--- config.mk ---
export PLATFORM = sky130hd
export DESIGN_NAME = regbank_access_sequencer
export DESIGN_NICKNAME = d
export VERILOG_FILES = /design/src/rtl/regbank_pkg.sv /design/src/rtl/regbank_access_sequencer.sv
export SDC_FILE = /design/constraint.sdc
export NUM_CORES = 1
export LEC_CHECK = 0
export ABC_CLOCK_PERIOD_IN_PS = 3900
export BUFFER_PORTS_ARGS = -buffer_cell sky130_fd_sc_hd__buf_2
export CAP_MARGIN = 10
export CORE_ASPECT_RATIO = 0.75
export CORE_UTILIZATION = 45
export DETAILED_ROUTE_END_ITERATION = 8
export PLACE_DENSITY = 0.76
export SLEW_MARGIN = 10
export SYNTH_ARGS = -nofsm -noshare
export SYNTH_HDL_FRONTEND = slang
export SYNTH_SLANG_ARGS = --single-unit
--- constraint.sdc ---
create_clock -name clk -period 3.9 [get_ports clk]
set_input_delay 0.39 -clock clk [delete_from_list [all_inputs] [get_ports clk]]
set_output_delay 0.39 -clock clk [all_outputs]
set_load 0.05 [all_outputs]
--- src/rtl/regbank_pkg.sv ---
// Shared widths, the hardwired-zero register index and sequencer states
// for the single-port register bank initiator.
package regbank_pkg;
  localparam int DEF_DATA_W = 32;
  localparam int DEF_ADDR_W = 4;
  localparam int ZERO_REG   = 0;

  typedef enum logic [2:0] {
    IDLE,
    RD_A,
    RD_B,
    OPS,
    WB_WAIT,
    WRITE
  } state_t;
endpackage

--- src/rtl/regbank_access_sequencer.sv ---
// Serialises two operand reads and one writeback over a single-port register bank.
// One request in flight at a time; operands to execute via valid/ready, result back via valid/ready.
module regbank_access_sequencer
  import regbank_pkg::*;
#(
  parameter int DATA_W = DEF_DATA_W,
  parameter int ADDR_W = DEF_ADDR_W
) (
  input  logic              clk,
  input  logic              reset,
  input  logic              req_valid,
  output logic              req_ready,
  input  logic [ADDR_W-1:0] req_rs1,
  input  logic [ADDR_W-1:0] req_rs2,
  input  logic [ADDR_W-1:0] req_rd,
  input  logic              req_rd_en,
  output logic              op_valid,
  input  logic              op_ready,
  output logic [DATA_W-1:0] op_a,
  output logic [DATA_W-1:0] op_b,
  input  logic              wb_valid,
  output logic              wb_ready,
  input  logic [DATA_W-1:0] wb_data,
  output logic [ADDR_W-1:0] bank_select,
  output logic              bank_write,
  output logic [DATA_W-1:0] bank_wdata,
  input  logic [DATA_W-1:0] bank_rdata,
  output logic              busy
);

  state_t            state;
  logic [ADDR_W-1:0] rs2_q;
  logic [ADDR_W-1:0] rd_q;
  logic              rd_en_q;

  // Gated by reset so a reset landing on the WRITE cycle never corrupts the bank.
  assign bank_write = (state == WRITE) & ~reset;

  always_ff @(posedge clk) begin
    if (reset) begin
      state       <= IDLE;
      rs2_q       <= '0;
      rd_q        <= '0;
      rd_en_q     <= 1'b0;
      op_a        <= '0;
      op_b        <= '0;
      op_valid    <= 1'b0;
      wb_ready    <= 1'b0;
      req_ready   <= 1'b1;
      bank_select <= '0;
      bank_wdata  <= '0;
      busy        <= 1'b0;
    end else begin
      // Registered outputs are loaded with the values belonging to the next state.
      case (state)
        IDLE: begin
          if (req_valid && req_ready) begin
            rs2_q       <= req_rs2;
            rd_q        <= req_rd;
            rd_en_q     <= req_rd_en;
            bank_select <= req_rs1;
            req_ready   <= 1'b0;
            busy        <= 1'b1;
            state       <= RD_A;
          end
        end
        RD_A: begin
          op_a        <= bank_rdata;
          bank_select <= rs2_q;
          state       <= RD_B;
        end
        RD_B: begin
          op_b        <= bank_rdata;
          bank_select <= '0;
          op_valid    <= 1'b1;
          state       <= OPS;
        end
        OPS: begin
          if (op_ready) begin
            op_valid <= 1'b0;
            // A result destined for x0 is dropped without a write cycle.
            if (rd_en_q && (rd_q != ADDR_W'(ZERO_REG))) begin
              wb_ready <= 1'b1;
              state    <= WB_WAIT;
            end else begin
              req_ready <= 1'b1;
              busy      <= 1'b0;
              state     <= IDLE;
            end
          end
        end
        WB_WAIT: begin
          if (wb_valid) begin
            bank_wdata  <= wb_data;
            bank_select <= rd_q;
            wb_ready    <= 1'b0;
            state       <= WRITE;
          end
        end
        WRITE: begin
          bank_select <= '0;
          req_ready   <= 1'b1;
          busy        <= 1'b0;
          state       <= IDLE;
        end
        default: begin
          op_valid    <= 1'b0;
          wb_ready    <= 1'b0;
          bank_select <= '0;
          req_ready   <= 1'b1;
          busy        <= 1'b0;
          state       <= IDLE;
        end
      endcase
    end
  end

endmodule

==> key figures <==
Status
  – Outcome: completed

STA
  – Post-route fraction of the period consumed by the critical path: 62.32%
  – Measured slew at the worst slew-check pin: between 1 and 1.5 ns
  – Minimum period implied by the final worst setup slack: approximately 2.4 ns
  – Number of hold violations in the final report: 0
  – Unrepaired setup endpoints after global routing: no
  – Hold slack: 0.2220 ns
  – Fin Setup TNS: 0 ns
  – FMAX: 411.5 MHz
  – Max-slew violation count: 0
  – Total of endpoints with negative setup slack in the final report: 0
  – Normalized max-slew margin: 20.39%
  – Setup Skew: 0.009027 ns

Setup path
  – R2R Setup Slk: between 1 and 1.5 ns
  – Crit path max fanout: 30
  – CP startpoint kind: flop
  – Data arrival at the endpoint of the critical path: between 2 and 2.5 ns
  – Data required time of the critical path: 3.51 ns
  – Critical Path Sink Type: output port
  – Startpoint-to-endpoint class of the critical path: flop to output port

Logic synthesis
  – Mapped cell area: about 4400 um^2
  – Net count of the mapped netlist: 619
  – Dominant cell type by area after synthesis: dfxtp_1
  – Number of synthesis warnings: 0
  – Sequential share of the synthesized area: between 50% and 60%
  – Synth cell types: 37
  – Synthesis-stage register bit count: 116
  – Synthesized netlist cell count: between 500 and 600
  – Top area cells in the synthesized netlist: dfxtp_1, nand2_1, a21oi_1
  – EDFF count, synth: 0
  – Share of synthesized registers carrying an async set or reset: 0%
  – Synthesized area divided by synthesized cell count: 8.127 um^2
  – Most common flop cell mapped by yosys: dfxtp_1
  – Area share of the largest cell type after synthesis: 53.21%

Clocking
  – Maximum buffer depth of the clock tree: 2
  – Cells resized by post-CTS repair: 0
  – Clock Sinks: approximately 120
  – TritonCTS clock tree: done
  – Number of buffers created by CTS: 17
  – Count of buffers added by post-CTS timing repair for setup: 0
  – CTS clock-pin slew for the worst setup and hold paths: 0.05 ns
  – Hold buffer count at CTS: 0
  – Max H-tree Level: 4
  – Root Buffer: clkbuf_16
  – Skew-Pair Late Insertion Delay: 0.41 ns

Final layout
  – Commonest non-fill, non-tap cells in the layout: nand2_1, buf_2, dfxtp_1, a21oi_1, clkbuf_16
  – Final instance area: approximately 5900 um^2
  – Area delta synth->final: 34.15%
  – Utilization of the core after routing: a little under two thirds
  – Total of fill cells in the finished design: 824
  – # nets final: around 780
  – Most common cell after layout, fill and taps aside: nand2_1
  – Count of inserted antenna diode cells: 0
  – Layout cells sized above 1: 31.50%

Pwr
  – Share of total power consumed by net switching: between 20% and 30%
  – Part of the power in the clock network: approximately 45%
  – Combinational Power Share: between 10% and 20%
  – Sequential share of power: between 30% and 40%
  – Pwr/cell area: roughly 570 nW/um^2
  – Maximum VDD drop: ~0.00029 V
  – Static leakage: roughly 2.5 nW
  – Net switching power of the design: 0.0009159 W
  – Internal: 0.002397 W

Worst hold path
  – Tightest Hold Check Type: input pin to flop

Detailed routing
  – Routed wire length: between 10000 and 15000 um
  – DRC: 0
  – WL/cell: 14.16 um
  – Iteration-0 DRC Markers: 301
  – Count of vias placed by the detailed router: around 4300
  – Antenna Nets Post-Route: 0
  – Post-detailed-route via-to-cell ratio: 5.077
  – First-pass detailed-route iteration total: 4

Floorplanning
  – Starting density of the core: between 40% and 50%
  – Die extent in x: roughly 120 um
  – Area of the core: around 9200 um^2
  – Count of boundary I/O pins: 187
  – Height of the die: between 80 and 90 um
  – Overall die area: just over 10000 um^2
  – Standard-cell row count: 30

Global route
  – Via count of the first global-routing pass: roughly 3900
  – Overall track demand over capacity in global routing: a little under a quarter
  – Pin count of the biggest net entering global routing: 115
  – Wire length of the first global-routing pass: between 15000 and 20000 um
  – Aggregate global routing overflow: 0
  – Antenna violations before repair: 0

Place
  – Detailed placement HPWL: roughly 8000 um
  – Final GP Congestion: ~0.8
  – Number of input and output port buffers inserted: roughly 190
  – Area after detailed placement: around 5300 um^2

Run
  – Maximum capacitance violations: 0
-- logic make-up (layout without fill, tap and decap cells) --
group	count (synthesis)	count (layout)	synth area share (%)
flops	116	116	53.21
buf+inv	44	218	5.218
simple gates	235	235	22.85
compound gates	138	138	17.80
mux	4	4	0.9175
-- registers in the layout (all words and copies together), names as in the netlist --
name / count
op_b: 32
rd_q: 4
op_valid: 1
bank_wdata: 32
state: 3
rs2_q: 4
req_ready: 1
busy: 1
rd_en_q: 1
op_a: 32
bank_select: 4
wb_ready: 1
-- worst paths after layout --
kind                                  from             to  cells after the start
worst max-delay path              state[2]     bank_write                      3
worst min-delay path            wb_data[8]  bank_wdata[8]                      3
worst max register to register    state[2]        op_b[6]                      3
worst min register to register    op_a[13]       op_a[13]                      2
-- layout make-up --
cell class	count	area [um^2]	share of cell area, %
clock buffer	23	498.0	8.506
multi-input combinational	377	1836	31.35
tap	128	160.2	2.736
sequential	116	2322	39.67
clock inverter	5	75.07	1.282
timing repair buffer	190	963.4	16.46
-- Yosys cell counts, drive strengths merged (2+ instances only) --
master  number
a211oi       2
a21oi      110
a22o         4
buf         29
clkbuf      15
dfxtp      116
mux2i        4
nand2      201
nand2b       6
nand3        9
nand3b       2
nor2b        2
nor3b        2
o21ai       11
o22ai        4
or3b         2
-- power by group through the flow --
stage	Sequential (W)	Clock, W	Combinational, W
floorplan	0.00150	0	0.000199
global placement	0.00132	0	0.000499
detailed placement	0.00133	0	0.000508
CTS	0.00131	0.00152	0.000511
global route	0.00131	0.00158	0.000547
finish	0.00131	0.00150	0.000509
-- per-layer routing --
layer	vias to the layer above	wire [um]	track usage (%)	share of wire (%)
li1	2115	-	-	-
met5	-	0	0	0
met1	1962	5131	27.49	43
met4	0	148	8.974	1.2
met3	16	1136	9.186	9.6
met2	167	5462	39.36	46
-- critical path: stages, from the launching register on --
cell,delay [ns]
dfxtp_1,1.00
nand2_1,0.14
nor3_1,0.20
buf_2,0.30
-- metrics by stage --
stage / setup WS [ns] / power (W) / cells
4_1_cts: 1.449 / 0.003337 / 839
6_report: 1.470 / 0.003313 / 839
3_5_place_dp: 1.517 / 0.001836 / 811
3_3_place_gp: 1.569 / 0.001824 / 811
5_1_grt: 1.254 / 0.003440 / 839
2_1_floorplan: 1.555 / 0.001699 / 537
Power figures use the tool's default switching activity.
